===== src/rtl/press_classifier.sv =====
// Button gesture classifier: turns debounced press/release edge pulses into
// short, long, auto-repeat and double press strobes plus a held level.
module press_classifier #(
   parameter logic [31:0] LONG_PRESS_COUNT = 32'd25000000,
   parameter logic [31:0] DOUBLE_GAP_COUNT = 32'd12500000,
   parameter logic [31:0] REPEAT_COUNT     = 32'd5000000
) (
   input  logic clk,
   input  logic reset_b,
   input  logic press_pulse,
   input  logic release_pulse,
   output logic short_press,
   output logic long_press,
   output logic repeat_press,
   output logic double_press,
   output logic held
);

   localparam int unsigned CNT_W = 32;

   localparam logic [CNT_W-1:0] LONG_LAST   = LONG_PRESS_COUNT - 32'd1;
   localparam logic [CNT_W-1:0] GAP_LAST    = DOUBLE_GAP_COUNT - 32'd1;
   localparam logic [CNT_W-1:0] REPEAT_LAST = REPEAT_COUNT - 32'd1;

   typedef enum logic [2:0] {
      IDLE      = 3'd0,
      PRESSED   = 3'd1,
      LONG_HELD = 3'd2,
      WAIT_GAP  = 3'd3,
      SECOND    = 3'd4
   } state_t;

   state_t           state_q, state_d;
   logic [CNT_W-1:0] cnt_q, cnt_d, cnt_inc;
   logic             short_d, long_d, repeat_d, double_d, held_d;

   assign cnt_inc = cnt_q + CNT_W'(1);

   // Next state, counter and strobe decisions; an accepted edge always
   // takes priority over a threshold reached in the same cycle.
   always_comb begin
      state_d  = state_q;
      cnt_d    = cnt_inc;
      short_d  = 1'b0;
      long_d   = 1'b0;
      repeat_d = 1'b0;
      double_d = 1'b0;

      case (state_q)
         IDLE: begin
            cnt_d = '0;
            if (press_pulse) begin
               state_d = PRESSED;
            end
         end
         PRESSED: begin
            if (release_pulse) begin
               state_d = WAIT_GAP;
               cnt_d   = '0;
            end else if (cnt_q == LONG_LAST) begin
               state_d = LONG_HELD;
               cnt_d   = '0;
               long_d  = 1'b1;
            end
         end
         LONG_HELD: begin
            if (release_pulse) begin
               state_d = IDLE;
               cnt_d   = '0;
            end else if (cnt_q == REPEAT_LAST) begin
               cnt_d    = '0;
               repeat_d = 1'b1;
            end
         end
         WAIT_GAP: begin
            if (press_pulse) begin
               state_d = SECOND;
               cnt_d   = '0;
            end else if (cnt_q == GAP_LAST) begin
               state_d = IDLE;
               cnt_d   = '0;
               short_d = 1'b1;
            end
         end
         SECOND: begin
            if (release_pulse) begin
               state_d  = IDLE;
               cnt_d    = '0;
               double_d = 1'b1;
            end else if (cnt_q == '1) begin
               cnt_d = cnt_q;
            end
         end
         default: begin
            state_d = IDLE;
            cnt_d   = '0;
         end
      endcase

      held_d = (state_d == PRESSED) || (state_d == LONG_HELD) || (state_d == SECOND);
   end

   always_ff @(posedge clk or negedge reset_b) begin
      if (!reset_b) begin
         state_q      <= IDLE;
         cnt_q        <= '0;
         short_press  <= 1'b0;
         long_press   <= 1'b0;
         repeat_press <= 1'b0;
         double_press <= 1'b0;
         held         <= 1'b0;
      end else begin
         state_q      <= state_d;
         cnt_q        <= cnt_d;
         short_press  <= short_d;
         long_press   <= long_d;
         repeat_press <= repeat_d;
         double_press <= double_d;
         held         <= held_d;
      end
   end

endmodule


===== config.mk =====
export PLATFORM = sky130hd
export DESIGN_NAME = press_classifier
export DESIGN_NICKNAME = d
export VERILOG_FILES = /design/src/rtl/press_classifier.sv
export SDC_FILE = /design/constraint.sdc
export NUM_CORES = 1
export LEC_CHECK = 0
export CORE_MARGIN = 2
export CORE_UTILIZATION = 40
export CTS_BUF_LIST = sky130_fd_sc_hd__clkbuf_4 sky130_fd_sc_hd__clkbuf_8
export CTS_CLUSTER_SIZE = 30
export DETAILED_ROUTE_END_ITERATION = 12
export GPL_ROUTABILITY_DRIVEN = 1
export HOLD_SLACK_MARGIN = 0.06
export PLACE_DENSITY = 0.58
export SKIP_CTS_REPAIR_TIMING = 1
export SYNTH_ARGS = -nofsm -noshare
export SYNTH_HDL_FRONTEND = slang
export SYNTH_SLANG_ARGS = --single-unit

===== constraint.sdc =====
create_clock -name clk -period 2.8 [get_ports clk]
set_input_delay 0.84 -clock clk [delete_from_list [all_inputs] [get_ports clk]]
set_output_delay 0.84 -clock clk [all_outputs]
set_load 0.01 [all_outputs]

Word level (Yosys, flattened, before mapping)
Index checks and enable logic that the tools add are counted.
{ "totals": {"output_inout_bits": 5, "inputBits": 4, "ff_bits": 40} }
{ "op_classes": {"mux": 27, "add_sub_neg": 1, "n_reduce_logical": 4, "n_eq_ne": 12} }
{ "ops": {"columns": ["cell", "n"], "rows": [
  ["2-to-1 mux 32 bit", 8],
  ["one-hot mux 32 bit (4 select lines)", 1],
  ["adder 32 x 1 -> 32 bit, second input constant", 1],
  ["== test 32 x 23 -> 1 bit, second input constant", 1],
  ["== test 32 x 24 -> 1 bit, second input constant", 1],
  ["== test 32 x 25 -> 1 bit, second input constant", 1],
  ["== test 32 bit, second input constant", 1],
  ["2-to-1 mux 3 bit", 6],
  ["one-hot mux 3 bit (4 select lines)", 1],
  ["2-to-1 mux 1 bit", 11],
  ["== test 3 x 2 -> 1 bit, second input constant", 3],
  ["== test 3 x 1 -> 1 bit, second input constant", 2],
  ["== test 3 bit, second input constant", 2],
  ["zero test 3 bit", 1],
  ["inequality test 3 bit, second input constant", 1],
  ["logical OR 1 bit", 2],
  ["OR reduction 2 bit", 1]
]} }

Longest topological paths before layout
{ "logic_depth": {"depth_word": 7, "ltp_mapped": 9, "ltp_nobuf": 7} }

Least setup slack after synthesis
Ideal clock, no wire load.
{ "synth_path": {"path_kind": "input to register", "from": "input port release_pulse", "to": "register cnt_q[23]", "path_slack_ns": 0.167, "t_required_ns": 2.679, "stages": 7, "n_path_buf": 1, "setup_ns": 0.121, "arrival_time_ns": 2.512, "path_cell_list": "or4b_4 -> nor4_4 -> nor4b_4 -> buf_4 -> nand4b_1 -> xor2_1 -> nor2_1"} }
{ "synth_via": {"elab_chain_cells": 2} }
{ "synth_rtl": {"columns": ["item", "line", "source"], "rows": [
  ["start, declared", "11", "input logic release_pulse,"],
  ["2-to-1 mux 32 bit (on tied branches)", "86, 57, 67", null],
  ["one-hot mux 32 bit (4 select lines)", "49", "case (state_q)"],
  ["end signal, assigned", "114", "cnt_q <= cnt_d;"],
  ["end, declared", "34", "logic [CNT_W-1:0] cnt_q, cnt_d, cnt_inc;"]
]} }
Parallel ways exist; a longest one is shown, timed or not.
A chain may end at the register's enable or synchronous reset.

Final worst setup path
Ends and elaborated chain as after synthesis.

==> results.toml <==
[run_status]
status = "finished, final reports clean"

[critical_path]
worstPathArrival_ns = 2.88
critical_path_peak_fanout = 9
worst_ep_required_time_ns = 2.98
cp-end-kind = "register"
startpoint_type = "primary input"
crit_type = "in2reg"

[die]
die_w_microns = 79.0
die-area_sq_um = 6230
ios = 9
rows = 27
coreArea_sq_um = 5470
die_h_microns = 79.0
initial_core_util = 0.411

[power_and_ir_drop]
ir_drop_mv = 0.265
p_total_uw = 1380
p_per_area_nw_per_um2 = 524
p_leak_uw = 0.00102

[sta]
fin_skew_ns = 0.00563
fmax_mhz = 369
fin_ws_ns = 0.0922
final-hold-violation-count = 0
relSlewSlack = 0.418
setup_viol = 0
fin_crit_ns = 2.71
maxSlewViolCount = 0
fin_tns_setup_ns = 0
worst_slew_pin_slew_ns = 0.873
period_share = 0.967
rsz0062_at_grt = "no"

[grt]
antenna_found_initial = 0
grt_pass1_vias = 1787
track_usage = 0.178
overflow = 0
grt_pass1_wl_mm = 8.74
grt_start_max_net_pins = 41

[yosys]
yosysSeqAreaShare = 0.445
synth_top_area_cell = "dfrtp_1"
synth_seq_cells = 40
yosysWarningCount = 0
syn_nets = 252
postSynthCellCount = 247
syn_area_per_cell_sq_um = 9.10
yosys-top-cells-area = "dfrtp_1, xnor2_1, nor2_1, nand2_1, nor3_1"
syn_area_sq_um = 2250
netlist.area_leader.share = 0.445
synthDistinctLibCells = 43

[layout]
multi_input_area_sq_um = 1210
syn_to_final_growth_pct = 17.1
fill_cells = 543
nets = 273
n_antenna_cell = 0
final-seq-area_sq_um = 1000
drive_above_1_share = 0.130
stdcell_count = 341

[cts]
cts.root.buffer_cell = "clkbuf_8"
cts_htree_levels = 2
cts_sinks = 40
ctsLongestPathBuffers = 2
clk_latency_ns = 0.28
numCtsBuffers = 5
path_clk_slew_ns = 0.08
cts_tree = "done"

[placement]
port_buffers = 8
dp_hpwl_mm = 3.63
preCtsSetupSlack_ns = -0.328
placed_cells = 331
globalplace.congestion = 0.862

[route]
vias_per_cell = 5.45
drc = 0
drtPass1Iterations = 4
wl_mm = 5.16
antenna_left = 0
wl_per_cell_microns = 15.1
dr.first_iter.drc_count = 98
vias = 1858

[run]
max_cap_violations = 0

[hold_path]
hp-class = "reg2reg"
-- metrics by stage --
| step | util | hold slack (ns) | instance area (sq um) |
|---|---|---|---|
| after floorplan | - | 0.497 | 2250 |
| after global placement | 0.456 | 0.564 | 2500 |
| after detailed placement | 0.456 | 0.561 | 2500 |
| after CTS | 0.474 | 0.583 | 2590 |
| after global routing | 0.481 | 0.616 | 2630 |
| final | 0.481 | 0.581 | 2630 |
-- final cells by class --
cell class / count / area share
timing repair buffer: 24 / 0.0856
multi-input combinational: 194 / 0.459
clock buffer: 8 / 0.0371
sequential: 40 / 0.380
tap: 72 / 0.0342
inverter: 3 / 0.00428
-- worst max-delay path: stages --
cell and delay [ns]:
clkdlybuf4s50_1 0.42, or4b_4 0.58, nor4_4 0.17, nor4b_4 0.23, buf_4 0.19, buf_12 0.13
nand4b_1 0.12, xor2_1 0.16, nor2_1 0.05
-- per-layer routing --
metal  share of wire  up-vias  global-route usage
met5               0        -                   0
met4           0.014        0              0.0569
met3           0.044        6              0.0398
met2            0.46       43               0.275
met1            0.48      893               0.251
li1                -      916                   -
-- sequential cells by signal, indices dropped and copies added, names as in the netlist --
register,flops
cnt_q,32
long_press,1
state_q,3
double_press,1
held,1
repeat_press,1
short_press,1
-- placed cells by master (no fill, tap or decap), drive strengths merged, types with 3 or more instances in the layout --
| cell type | synthesis | routed |
|---|---|---|
| nor2 | 48 | 48 |
| clkdlybuf4s50 | 0 | 7 |
| and4 | 3 | 3 |
| nor4b | 3 | 3 |
| nand2 | 19 | 19 |
| xnor2 | 22 | 22 |
| buf | 5 | 16 |
| a21oi | 3 | 3 |
| nor3b | 3 | 3 |
| clkbuf | 5 | 9 |
| and3 | 5 | 5 |
| nor3 | 14 | 14 |
| nand3 | 13 | 13 |
| nor4 | 13 | 13 |
| dfrtp | 40 | 40 |
| nand2b | 3 | 3 |
| nand4 | 10 | 10 |
| xor2 | 6 | 6 |
| inv | 3 | 3 |
| nor4bb | 3 | 3 |
-- Yosys cell counts, drive strengths merged --
| master | number |
|---|---|
| or3b | 2 |
| dfrtp | 40 |
| o31ai | 1 |
| or4 | 2 |
| and3 | 5 |
| nand4b | 1 |
| nand4 | 10 |
| a211oi | 1 |
| mux2i | 1 |
| nor4b | 3 |
| nand3 | 13 |
| o21a | 1 |
| or3 | 2 |
| xor2 | 6 |
| nand2b | 3 |
| nor2b | 1 |
| buf | 5 |
| nor4bb | 3 |
| nand2 | 19 |
| nor3 | 14 |
| ha | 1 |
| a211o | 1 |
| a31oi | 2 |
| nor4 | 13 |
| nor2 | 48 |
| or2 | 2 |
| o21ai | 2 |
| clkbuf | 5 |
| a21oi | 3 |
| xnor2 | 22 |
| or4b | 1 |
| nor3b | 3 |
| and4b | 1 |
| nand3b | 1 |
| a311oi | 1 |
| inv | 3 |
| and2 | 1 |
| and4 | 3 |
| nand4bb | 1 |
-- kinds of logic after synthesis --
family / after synthesis / synth area share
adder cells (fa/ha/maj): 1 / 0.00557
AND/OR/NAND/NOR: 152 / 0.375
flip-flops: 40 / 0.445
XOR/XNOR: 28 / 0.109
buffers and inverters: 13 / 0.0256
multiplexers: 1 / 0.00445
AO/OA/AOI/OAI: 12 / 0.0345
-- report_power, final --
group	switching, uW	total [uW]	leakage (uW)	internal, uW
clock network	191	412	0.0000523	220
logic	189	314	0.000411	125
registers	38.7	653	0.000552	614
-- final timing paths --
kind                                       start                endpoint  slack, ns  cells after the start
setup / recovery                   release_pulse   cnt_q[23]$_DFFE_PN0P_       0.09                      9
hold / removal             cnt_q[30]$_DFFE_PN0P_   cnt_q[30]$_DFFE_PN0P_       0.58                      2
setup reg to reg            cnt_q[1]$_DFFE_PN0P_    cnt_q[0]$_DFFE_PN0P_       0.33                      9
hold reg to reg            cnt_q[30]$_DFFE_PN0P_   cnt_q[30]$_DFFE_PN0P_       0.58                      2
max in group asynchronous                reset_b    cnt_q[5]$_DFFE_PN0P_       1.58                      1
min in group asynchronous                reset_b  repeat_press$_DFF_PN0_       0.67                      1
No activity file was read; power rests on OpenSTA's default activity.
